File: config.mk
export PLATFORM = sky130hd
export DESIGN_NAME = bcd_stopwatch
export DESIGN_NICKNAME = d
export VERILOG_FILES = /design/src/rtl/bcd_stopwatch.sv
export SDC_FILE = /design/constraint.sdc
export NUM_CORES = 1
export LEC_CHECK = 0
export ABC_AREA = 1
export BUFFER_PORTS_ARGS = -buffer_cell sky130_fd_sc_hd__buf_2
export CORE_MARGIN = 1
export CORE_UTILIZATION = 40
export CTS_CLUSTER_SIZE = 14
export DETAILED_ROUTE_END_ITERATION = 8
export GPL_ROUTABILITY_DRIVEN = 0
export MAX_ROUTING_LAYER = met4
export SLEW_MARGIN = 20
export SYNTH_ARGS = -nofsm -noshare
export SYNTH_HDL_FRONTEND = slang
export SYNTH_SLANG_ARGS = --single-unit
export TNS_END_PERCENT = 10
File: constraint.sdc
create_clock -name clk -period 1.6 [get_ports clk]
set_input_delay 0.16 -clock clk [delete_from_list [all_inputs] [get_ports clk]]
set_output_delay 0.16 -clock clk [all_outputs]
set_load 0.02 [all_outputs]
File: src/rtl/bcd_stopwatch.sv
// rtl/bcd_stopwatch.sv - SS.hh BCD stopwatch with start/stop, clear and lap-freeze display
module bcd_stopwatch #(
  parameter int CLK_FREQ = 50000000,
  parameter int TICK_HZ  = 100
) (
  input  logic       clk,
  input  logic       rst,
  input  logic       start_stop,
  input  logic       clear,
  input  logic       lap,
  output logic [3:0] dig3,
  output logic [3:0] dig2,
  output logic [3:0] dig1,
  output logic [3:0] dig0,
  output logic       running,
  output logic       frozen,
  output logic       wrap
);

  function automatic int clog2(input int v);
    int r;
    r = 0;
    while ((1 << r) < v) r = r + 1;
    return r;
  endfunction

  localparam int DIV = CLK_FREQ / TICK_HZ;
  localparam int PW  = (clog2(DIV) < 1) ? 1 : clog2(DIV);

  typedef enum logic [1:0] {IDLE, RUN, PAUSE} state_t;

  state_t        state, state_n;
  logic [PW-1:0] presc, presc_n;
  logic [3:0]    s1, s0, h1, h0;
  logic [3:0]    s1_n, s0_n, h1_n, h0_n;
  logic [3:0]    d3_n, d2_n, d1_n, d0_n;
  logic          frozen_n, wrap_n, tick;

  always_ff @(posedge clk) begin
    if (rst) begin
      state   <= IDLE;
      presc   <= '0;
      {s1, s0, h1, h0} <= '0;
      {dig3, dig2, dig1, dig0} <= '0;
      running <= 1'b0;
      frozen  <= 1'b0;
      wrap    <= 1'b0;
    end else begin
      state   <= state_n;
      presc   <= presc_n;
      {s1, s0, h1, h0} <= {s1_n, s0_n, h1_n, h0_n};
      {dig3, dig2, dig1, dig0} <= {d3_n, d2_n, d1_n, d0_n};
      running <= (state_n == RUN);
      frozen  <= frozen_n;
      wrap    <= wrap_n;
    end
  end

  always_comb begin
    state_n  = state;
    presc_n  = presc;
    {s1_n, s0_n, h1_n, h0_n} = {s1, s0, h1, h0};
    {d3_n, d2_n, d1_n, d0_n} = {dig3, dig2, dig1, dig0};
    frozen_n = frozen;
    wrap_n   = 1'b0;
    tick     = (state == RUN) && (presc == PW'(DIV - 1));

    if (clear) begin
      state_n  = IDLE;
      presc_n  = '0;
      {s1_n, s0_n, h1_n, h0_n} = '0;
      {d3_n, d2_n, d1_n, d0_n} = '0;
      frozen_n = 1'b0;
    end else begin
      case (state)
        IDLE:    if (start_stop) state_n = RUN;
        RUN:     if (start_stop) state_n = PAUSE;
        PAUSE:   if (start_stop) state_n = RUN;
        default: state_n = IDLE;
      endcase

      if (state == RUN) presc_n = tick ? '0 : presc + PW'(1);

      // Ripple carry: each digit rolls over only when all lower digits roll over.
      if (tick) begin
        if (h0 != 4'd9) h0_n = h0 + 4'd1;
        else begin
          h0_n = 4'd0;
          if (h1 != 4'd9) h1_n = h1 + 4'd1;
          else begin
            h1_n = 4'd0;
            if (s0 != 4'd9) s0_n = s0 + 4'd1;
            else begin
              s0_n = 4'd0;
              if (s1 != 4'd5) s1_n = s1 + 4'd1;
              else begin
                s1_n   = 4'd0;
                wrap_n = 1'b1;
              end
            end
          end
        end
      end

      if (lap) begin
        if (state == RUN) frozen_n = ~frozen;
        else if (state == PAUSE && frozen) frozen_n = 1'b0;
      end

      // Display tracks the next live value unless it stays frozen across this edge.
      if (!(frozen && frozen_n)) {d3_n, d2_n, d1_n, d0_n} = {s1_n, s0_n, h1_n, h0_n};
    end
  end

endmodule
=== Word level (Yosys, flattened, before mapping) ===
Cells that the tools add are included.

* Register bits: 56
* Input port bits: 5
* Output and inout bits: 19
* Word-level logic and storage cells: 59

* $add $sub $neg: 5
* Equal/unequal tests: 8
* Muxes and demuxes: 24
* Bitwise logic cells: 2
* Reductions and logical operators: 7

{| class="wikitable"
|+ Operator list
! kind !! number
|-
| 4-bit two-way mux || 14
|-
| 19-bit by 1-bit adder with 19-bit output (second input constant) || 1
|-
| 19-bit == test (second input constant) || 1
|-
| 19-bit two-way mux || 1
|-
| 4-bit by 1-bit adder with 4-bit output (second input constant) || 4
|-
| 4-bit != test (second input constant) || 3
|-
| 2-bit two-way mux || 3
|-
| 6-bit OR reduction || 1
|-
| 1-bit two-way mux || 5
|-
| 2-bit by 1-bit == test with 1-bit output (second input constant) || 2
|-
| 4-bit by 3-bit != test with 1-bit output (second input constant) || 1
|-
| 2-bit one-hot mux with 2 select lines || 1
|-
| 2-bit OR reduction || 2
|-
| 1-bit logical AND || 3
|-
| 2-bit == test (second input constant) || 1
|-
| 2-bit zero test || 1
|-
| 1-bit inverter || 2
|}

=== Depth between registers and ports, before layout ===
Gate-level depths: netlist (run 1).

* Word-level depth: 7
* Mapped depth: 13

=== Worst setup path before layout (run 1) ===
No wires, ideal clock.

* Path type: register -> register
* Start: register presc[0]
* End: register dig2[0]
* Library setup time: 0.110 ns
* Data arrival time: 1.481 ns
* Path slack: 0.009 ns
* Cell stages (with the launch flop): 12
* Cells stage by stage: dfxtp_1 > ha_1 > nand3_1 > nor2_1 > inv_2 > nor2_4 > buf_6 > nand2_1 > nand2_1 > nand3_1 > nand3_1 > inv_1

* Cells in the longest elaborated chain, start to end: 3

{| class="wikitable"
|+ Ends and longest elaborated chain
! what !! line !! source
|-
| start: declaration || 33 || <nowiki>logic [PW-1:0] presc, presc_n;</nowiki>
|-
| start signal: assignment || 50 || <nowiki>presc <= presc_n;</nowiki>
|-
| 19-bit == test || 66 || <nowiki>tick = (state == RUN) && (presc == PW'(DIV - 1));</nowiki>
|-
| 1-bit logical AND || 66 ||
|-
| 4-bit two-way mux || 85 || <nowiki>if (tick) begin</nowiki>
|-
| end signal: assignment || 52 || <nowiki>{dig3, dig2, dig1, dig0} <= {d3_n, d2_n, d1_n, d0_n};</nowiki>
|-
| end: declaration || 12 || <nowiki>output logic [3:0] dig2,</nowiki>
|}

No other way between the ends.
A chain may end at the register's enable or synchronous reset.

=== Worst setup path in the final report (run 1) ===
* Start: register presc[9]
* End: register dig3[2]

* Cells in the longest elaborated chain, start to end: 3

{| class="wikitable"
|+ Ends and longest elaborated chain
! what !! line !! source
|-
| 19-bit == test || 66 ||
|-
| 1-bit logical AND || 66 ||
|-
| 4-bit two-way mux || 85 ||
|-
| end signal: assignment || 52 ||
|-
| end: declaration || 11 || <nowiki>output logic [3:0] dig3,</nowiki>
|}

No other way between the ends.

==> impl_metrics.py, run 1 <==
metrics = {
    "die": {
        "start_util": 0.413,
        "io_pins": 24,
        "core_area_um2": 7250,
        "die_h_um": 88.5,
        "dieArea_um2": 7840,
        "die_w_um": 88.5,
        "rows": 31,
    },
    "logic_synthesis": {
        "syn_nets": 458,
        "ys.warnings.count": 0,
        "synth_enable_flop_cells": 0,
        "synth.avg_cell_area_um2": 6.63,
        "synth_area_um2": 3000,
        "yosysSeqAreaShare": 0.374,
        "synthArstFlopShare": 0,
        "synth_cell_types": 32,
        "netlist_instances": 452,
        "dominantRegCellSynth": "dfxtp_1",
        "synth_seq_cells": 56,
    },
    "outcome": {
        "status": "completed",
    },
    "sta": {
        "maxSlewViolCount": 0,
        "whs_ps": 49.3,
        "finalSetupViolCount": 0,
        "max-slew-margin-rel": 0.621,
        "fin_crit_ps": 1580,
        "finalClockSkew_ps": 14.5,
        "fin_crit_sh": 0.985,
        "max_freq_ghz": 0.634,
        "report.final.hold_viol_count": 0,
        "rsz0062_at_grt": "true",
        "worst_slack_ps": 23.7,
        "tightest_slew_ps": 568,
    },
    "cts": {
        "h-tree-depth": 2,
        "cts-root-buf": "clkbuf_8",
        "hold_buffers": 0,
        "cts_tree": "built",
        "clockBufferDepth": 2,
        "cts.sinks": 56,
        "clk-insertion-delay-late_ps": 320,
        "cts_buffers": 5,
        "clk_pin_slew_ps": 100,
    },
    "placement": {
        "postPlaceCellArea_um2": 3500,
        "dp_hpwl_um": 5620,
        "portBuffers": 23,
        "dp_cells": 605,
        "pre_cts_ws_ps": -59.4,
    },
    "global_routing": {
        "grt.overflow.total": 0,
        "grt_max_degree": 18,
        "grt_pass1_wl_um": 12700,
        "antenna_found_initial": 0,
        "grt_pass1_vias": 2667,
        "grt_usage": 0.217,
    },
    "setup_path": {
        "rr_worst_depth": 11,
        "path_max_fanout": 5,
        "ff2ff_setup_slack_ps": 20,
        "critPathCaptureType": "flip-flop",
        "slowest_delay_ps": 360,
        "critical_path_class": "reg2reg",
        "r2r-start": "presc[9]",
        "worstPathCellList": "inv_2 -> nand2_1 -> nor2_1 -> nand2_1 -> nor2_4 -> buf_6 -> nand4_1 -> buf_4 -> nand2_2 -> nand2_2 -> a21oi_2",
        "worst_ep_arrival_time_ps": 1840,
        "crit_required_ps": 1860,
        "worstSetupStartpointType": "flip-flop",
        "rr_endpoint": "dig3[2]",
        "cpMaxStageDelayCell": "dfxtp_2",
    },
    "finish": {
        "diodes": 0,
        "layout.nets": 530,
        "drive_gt1_frac": 0.330,
        "post_layout_nonfiller_instances": 624,
        "area_growth_pct": 31.3,
        "final_common_cell": "nand2_1",
        "design_area_um2": 3930,
        "top_register": "presc",
        "mostFrequentLayoutCells": "nand2_1, inv_1, buf_4, dfxtp_1, nand4_1",
        "largest_reg_flops": 19,
    },
    "power_and_ir_drop": {
        "clkPwrFrac": 0.355,
        "ir_drop_uv": 318,
        "combPwrFrac": 0.053,
        "p_per_area_nw_per_um2": 601,
        "switching_power_uw": 569,
        "swShare": 0.241,
        "p_leak_nw": 1.80,
        "pwr-share-seq": 0.592,
        "internal_power_mw": 1.80,
    },
    "drt": {
        "drc": 0,
        "first_pass_iters": 4,
        "drtIter0Drc": 196,
        "drtAntennaViolNets": 0,
        "met1_length_um": 4020,
        "wl_um": 8010,
        "viasPerCell": 4.97,
        "top_layer_used": "met4",
        "wl_met3_um": 328,
        "wl_per_cell_um": 12.8,
        "vias": 3104,
        "route.met2.wl_um": 3570,
    },
    "min_path": {
        "hold_path.startpoint": "start_stop",
        "whs_path_depth": 2,
        "holdCritPathClass": "in2reg",
        "whs_endpoint": "state[0]",
    },
    "job": {
        "max_cap_viol_count": 0,
    },
}
[repair_timing]
| item | CTS | global route |
|---|---|---|
| resized for setup | 4 | 85 |
| gates cloned | 1 | 0 |
| pin swaps | 1 | 25 |
| buffers inserted | 0 | 10 |
| setup endpoints to repair | 21 | 48 |
[logic make-up after synthesis]
kind of cell    share of synthesized area
buf+inv                             0.129
compound gates                     0.0927
flops                               0.374
xor+xnor                           0.0146
fa+ha+maj                         0.00418
simple gates                        0.385
[synth_stat cells, types with 2 or more instances]
library cell	instances	area (µm²)
nand4_1	38	238
a21oi_1	26	130
inv_1	81	304
o21a_1	2	15.0
dfxtp_1	56	1120
nor2_4	3	33.8
o21ai_0	18	90.1
nor4_1	2	12.5
inv_2	4	15.0
buf_6	2	22.5
nor3b_1	3	22.5
clkbuf_1	4	15.0
nand2_1	99	372
nor3_1	7	35.0
nor2_1	42	158
xor2_1	5	43.8
nor2_2	3	18.8
nand2_2	4	25.0
nand3_1	37	185
buf_2	4	20.0
[routing by layer]
metal | vias up | track usage
met5 | - | -
met3 | 13 | 0.0354
met1 | 1416 | 0.314
li1 | 1602 | -
met4 | 0 | 0.0689
met2 | 73 | 0.306
[worst max path at each step]
stage                    from  endpoint  cells after the start
floorplan            presc[0]   dig2[0]                     11
global placement     presc[0]   dig0[1]                     10
detailed placement   presc[0]   dig2[0]                     10
CTS                  presc[0]   dig2[2]                      9
global route        presc[14]   dig3[2]                     11
finish               presc[9]   dig3[2]                     11
[through the flow]
step / utilization / setup TNS [ps] / power, mW
3_5_place_dp: 0.483 / -385 / 1.55
3_3_place_gp: 0.483 / -45.2 / 1.55
4_1_cts: 0.498 / -268 / 2.40
6_report: 0.542 / 0 / 2.37
5_1_grt: 0.542 / -565 / 2.46
2_1_floorplan: - / 0 / 1.50
[power by group through the flow]
stage	clock, mW	sequential [mW]	combinational, mW
final	0.841	1.40	0.125
after global routing	0.921	1.40	0.138
after CTS	0.880	1.40	0.114
after detailed placement	0	1.43	0.113
after global placement	0	1.43	0.113
after floorplan	0	1.44	0.0617
[cell type report]
class / count / area, µm²
Fill cell: 717 / 3320
Multi-Input combinational cell: 300 / 1700
Sequential cell: 56 / 1140
Timing Repair Buffer: 76 / 544
Inverter: 85 / 319
Tap cell: 99 / 124
Clock buffer: 6 / 82.6
Clock inverter: 2 / 15.0
[critical path: cells and delay by family (launching register included)]
family | cells | cell delay (ps)
AND/OR/NAND/NOR | 7 | 660
flip-flops | 1 | 360
AO/OA/AOI/OAI | 1 | 130
buffers and inverters | 3 | 370
(Power assumes the default switching activity.)
==> run 2, diff against run 1 <==
--- a/config.mk
+++ b/config.mk
@@ -6,13 +6,14 @@
 export NUM_CORES = 1
 export LEC_CHECK = 0
 export ABC_AREA = 1
-export BUFFER_PORTS_ARGS = -buffer_cell sky130_fd_sc_hd__buf_2
 export CORE_MARGIN = 1
 export CORE_UTILIZATION = 40
 export CTS_CLUSTER_SIZE = 14
 export DETAILED_ROUTE_END_ITERATION = 8
+export DONT_BUFFER_PORTS = 1
 export GPL_ROUTABILITY_DRIVEN = 0
 export MAX_ROUTING_LAYER = met4
+export SETUP_SLACK_MARGIN = 0.15
 export SLEW_MARGIN = 20
 export SYNTH_ARGS = -nofsm -noshare
 export SYNTH_HDL_FRONTEND = slang
==> run 2 against run 1 <==
  * Combinational power fell by 8%
  * Worst setup slack better by 36 ps
  * Non-clock buffer count down 34
  * Core utilization shrank 2.0 points
  * Via count down 3.1%
  * Register-to-register slack improved by 40 ps
  * Largest power group unchanged
  * Sequential power about the same
==> impl_metrics.py, run 2 (synthesized netlist as in run 1, its figures left out) <==
metrics = {
    "global_routing": {
        "antenna_found_initial": 0,
        "grt_usage": 0.211,
        "grt.overflow.total": 0,
        "grt_pass1_wl_um": 12300,
        "grt_pass1_vias": 2709,
        "grt_max_degree": 19,
    },
    "sta": {
        "finalSetupViolCount": 0,
        "tightest_slew_ps": 678,
        "fin_crit_sh": 0.963,
        "fin_crit_ps": 1540,
        "maxSlewViolCount": 0,
        "finalClockSkew_ps": 11.9,
        "max-slew-margin-rel": 0.548,
        "report.final.hold_viol_count": 0,
        "rsz0062_at_grt": "true",
        "max_freq_ghz": 0.649,
    },
    "min_path": {
        "whs_path_depth": 2,
        "holdCritPathClass": "in2reg",
    },
    "setup_path": {
        "critical_path_class": "reg2reg",
        "path_delay_family": "simple AND/OR/NAND/NOR gates",
        "worstSetupStartpointType": "flip-flop",
        "worst_ep_arrival_time_ps": 1750,
        "crit_required_ps": 1810,
        "critPathCaptureType": "flip-flop",
        "ff2ff_setup_slack_ps": 60,
        "slowest_delay_ps": 370,
        "cp_num_cells": 10,
        "cpMaxStageDelayCell": "dfxtp_2",
        "worstPathCellList": "inv_2 -> nor2_4 -> nand3_2 -> nor2_4 -> buf_6 -> nand4_1 -> nand2_1 -> nand3_2 -> nand2_1 -> inv_1",
        "path_max_fanout": 5,
        "rr_worst_depth": 10,
        "cp_num_buf_inv": 3,
    },
    "die": {
        "start_util": 0.413,
        "io_pins": 24,
        "core_area_um2": 7250,
        "dieArea_um2": 7840,
        "die_w_um": 88.5,
        "die_h_um": 88.5,
        "rows": 31,
    },
    "drt": {
        "first_pass_iters": 4,
        "drc": 0,
        "wl_per_cell_um": 13.1,
        "viasPerCell": 5.10,
        "drtIter0Drc": 145,
        "drtAntennaViolNets": 0,
        "vias": 3008,
        "wl_um": 7750,
    },
    "power_and_ir_drop": {
        "total_power_mw": 2.59,
        "p_per_area_nw_per_um2": 685,
        "p_leak_nw": 1.65,
        "ir_drop_uv": 303,
    },
    "cts": {
        "cts-root-buf": "clkbuf_8",
        "clockBufferDepth": 2,
        "h-tree-depth": 2,
        "clk-insertion-delay-late_ps": 310,
        "cts_tree": "built",
        "cts_buffers": 5,
        "cts.sinks": 56,
        "clk_pin_slew_ps": 100,
    },
    "finish": {
        "drive_gt1_frac": 0.240,
        "layout.nets": 497,
        "diodes": 0,
        "top_register": "presc",
        "largest_reg_flops": 19,
        "mostFrequentLayoutCells": "nand2_1, inv_1, dfxtp_1, nand4_1, buf_4",
        "final_common_cell": "nand2_1",
        "finish.utilization": 0.522,
        "area_growth_pct": 26.4,
    },
    "outcome": {
        "status": "completed",
    },
    "placement": {
        "dp_hpwl_um": 5410,
        "portBuffers": 0,
    },
    "job": {
        "max_cap_viol_count": 0,
    },
}
[run 2: path summary, 6_finish.rpt]
kind	endpoint	start
worst max-delay path	dig3[0]	state[0]
worst min-delay path	state[1]	start_stop
worst max register to register	dig3[0]	state[0]
worst min register to register	s0[3]	s0[3]
[run 2: routing by layer]
| metal | up-vias | track usage | wire [µm] | part of all wire |
|---|---|---|---|---|
| met1 | 1365 | 0.264 | 3600 | 0.46 |
| met2 | 79 | 0.329 | 3550 | 0.46 |
| li1 | 1544 | - | - | - |
| met4 | 0 | 0.0909 | 220 | 0.028 |
| met5 | - | - | 0 | 0 |
| met3 | 20 | 0.0429 | 381 | 0.049 |
[run 2: layout make-up]
| cell class | count | area, µm² |
|---|---|---|
| Clock buffer | 5 | 68.8 |
| Clock inverter | 2 | 60.1 |
| Fill cell | 721 | 3470 |
| Inverter | 85 | 322 |
| Multi-Input combinational cell | 301 | 1710 |
| Sequential cell | 56 | 1130 |
| Tap cell | 99 | 124 |
| Timing Repair Buffer | 42 | 370 |
[run 2: metrics by stage]
step                hold WS, ps  setup TNS (ps)  area [µm²]  std cells  setup slack [ps]
finish                     69.8               0        3790        590              59.7
global route               85.8            -101        3790        590             -32.0
CTS                        76.8               0        3660        586              84.9
detailed placement          264            -113        3330        573             -34.8
global placement            258           -44.8        3330        573             -44.6
floorplan                   249               0        3010        452               144
[run 2: what timing repair did]
item,4_1_cts,5_1_grt
hold buffers,1,0
pin swaps,16,30
cloned,2,0
endpoints found under the setup margin,44,45
setup buffers,3,4
resized for setup,41,27
hold endpoints to repair,3,0
[run 2: where the power goes]
group / internal, mW / switching (mW) / total [mW]
clock: 0.616 / 0.459 / 1.08
sequential: 1.40 / 0.00667 / 1.40
combinational: 0.0450 / 0.0698 / 0.115
==> run 3, diff against run 2 <==
--- a/config.mk
+++ b/config.mk
@@ -7,12 +7,12 @@
 export LEC_CHECK = 0
 export ABC_AREA = 1
 export CORE_MARGIN = 1
-export CORE_UTILIZATION = 40
+export CORE_UTILIZATION = 60
 export CTS_CLUSTER_SIZE = 14
 export DETAILED_ROUTE_END_ITERATION = 8
 export DONT_BUFFER_PORTS = 1
 export GPL_ROUTABILITY_DRIVEN = 0
-export MAX_ROUTING_LAYER = met4
+export PLACE_DENSITY = 0.76
 export SETUP_SLACK_MARGIN = 0.15
 export SLEW_MARGIN = 20
 export SYNTH_ARGS = -nofsm -noshare
==> constraint.sdc (replaced) <==
create_clock -name clk -period 1.95 [get_ports clk]
set_input_delay 0.195 -clock clk [delete_from_list [all_inputs] [get_ports clk]]
set_output_delay 0.195 -clock clk [all_outputs]
set_load 0.02 [all_outputs]
==> run 3 against run 2 <==
  * Routed wire length shrank 11%
  * Worst hold slack gained 39 ps
  * Fmax shrank 11%
  * Global-route usage grew 6.1 points
  * Highest routed layer unchanged
  * Register-to-register slack gained 160 ps
  * Flip-flop and latch count is the same
  * Cell count shrank 10%
  * Clock power shrank 39%
  * Largest cell class unchanged
  * Critical path type unchanged
  * First-iteration DRC count grew 88%
  * Die area shrank 33%
  * Worst setup slack gained 160 ps
==> impl_metrics.py, run 3 (synthesized netlist as in run 1, its figures left out) <==
metrics = {
    "power_and_ir_drop": {
        "ir_drop_uv": 345,
        "p_per_area_nw_per_um2": 578,
        "p_leak_nw": 1.39,
    },
    "min_path": {
        "holdCritPathClass": "in2reg",
    },
    "cts": {
        "cts_tree": "built",
        "cts.sinks": 56,
        "h-tree-depth": 2,
        "clk-insertion-delay-late_ps": 310,
        "cts-root-buf": "clkbuf_8",
        "clk_pin_slew_ps": 100,
        "cts_buffers": 5,
        "clockBufferDepth": 2,
    },
    "setup_path": {
        "path_max_fanout": 7,
        "worstSetupStartpointType": "flip-flop",
        "critical_path_class": "reg2reg",
        "crit_required_ps": 2160,
        "critPathCaptureType": "flip-flop",
        "worst_ep_arrival_time_ps": 1940,
    },
    "finish": {
        "mostFrequentLayoutCells": "nand2_1, inv_1, dfxtp_1, nand4_1, nand3_1",
        "largest_reg_flops": 19,
        "layout.nets": 469,
        "area_growth_pct": 8.69,
        "top_register": "presc",
        "post_layout_nonfiller_instances": 531,
        "finish.utilization": 0.685,
        "diodes": 0,
        "drive_gt1_frac": 0.112,
        "final_common_cell": "nand2_1",
    },
    "placement": {
        "portBuffers": 0,
        "dp_hpwl_um": 4910,
        "dp_cells": 518,
    },
    "drt": {
        "viasPerCell": 5.46,
        "drc": 0,
        "wl_um": 6920,
        "wl_per_cell_um": 13.0,
        "first_pass_iters": 5,
        "vias": 2898,
        "drtAntennaViolNets": 0,
        "drtIter0Drc": 272,
    },
    "die": {
        "io_pins": 24,
        "die_h_um": 72.7,
        "dieArea_um2": 5280,
        "start_util": 0.630,
        "core_area_um2": 4750,
        "rows": 25,
        "die_w_um": 72.7,
    },
    "sta": {
        "max_freq_ghz": 0.580,
        "finalClockSkew_ps": 8.75,
        "fin_crit_sh": 0.885,
        "whs_ps": 109,
        "finalSetupViolCount": 0,
        "report.final.hold_viol_count": 0,
        "tightest_slew_ps": 851,
        "maxSlewViolCount": 0,
        "max-slew-margin-rel": 0.432,
        "fin_crit_ps": 1730,
        "tns_ps": 0,
        "rsz0062_at_grt": "true",
    },
    "global_routing": {
        "grt_pass1_vias": 2383,
        "grt_pass1_wl_um": 11100,
        "antenna_found_initial": 0,
        "grt_usage": 0.271,
        "grt.overflow.total": 0,
        "grt_max_degree": 25,
    },
    "outcome": {
        "status": "completed",
    },
    "job": {
        "max_cap_viol_count": 0,
    },
}
[run 3: per-stage QoR]
| step | setup slack, ps | power (mW) | area [µm²] |
|---|---|---|---|
| final | 225 | 1.88 | 3260 |
| after global routing | 109 | 1.94 | 3260 |
| after CTS | 169 | 1.89 | 3200 |
| after detailed placement | 116 | 1.25 | 3090 |
| after global placement | 166 | 1.24 | 3090 |
| after floorplan | 359 | 1.23 | 3000 |
[run 3: worst paths after layout]
| kind | from | slack (ps) | depth (start not counted) | end |
|---|---|---|---|---|
| max | presc[8] | 220 | 12 | dig2[1] |
| max reg2reg | presc[8] | 220 | 12 | dig2[1] |
| min | start_stop | 110 | 2 | running |
| min reg2reg | presc[0] | 480 | 1 | presc[0] |
[run 3: final cells by class]
type / count / area, µm²
Tap cell: 67 / 83.8
Multi-Input combinational cell: 299 / 1520
Clock buffer: 8 / 90.1
Inverter: 85 / 319
Fill cell: 428 / 1500
Timing Repair Buffer: 16 / 123
Sequential cell: 56 / 1120
[run 3: per-layer routing]
layer	global-route usage	up-vias	part of all wire
met2	0.405	121	0.42
li1	-	1476	-
met5	0	-	0
met3	0.0345	7	0.080
met4	0.0654	0	0.0097
met1	0.414	1294	0.49
[run 3: power breakdown]
part           leakage (nW)  total [mW]  switching (mW)  internal (mW)
Sequential            0.452        1.15         0.00485           1.15
Clock                0.0455       0.655           0.364          0.291
Combinational         0.890      0.0740          0.0519         0.0221
Total                  1.39        1.88           0.421           1.46
[run 3: timing repair]
item | CTS | global route
hold endpoints to repair | 3 | 0
hold buffers | 1 | 0
gates cloned | 0 | 0
resized for setup | 1 | 15
buffers inserted | 1 | 3
endpoints found under the setup margin | 6 | 37
pin swaps | 2 | 2
[run 3: critical path, cell delays in order (launching register included)]
cell and delay (ps):
dfxtp_1 460, inv_1 110, nor2_1 110, nand2_1 50, nor2_1 130, nand2_2 90
nor2_4 170, buf_4 180, nand3_1 70, nand2_1 90, nand3_1 70, nand2_1 60
inv_1 30
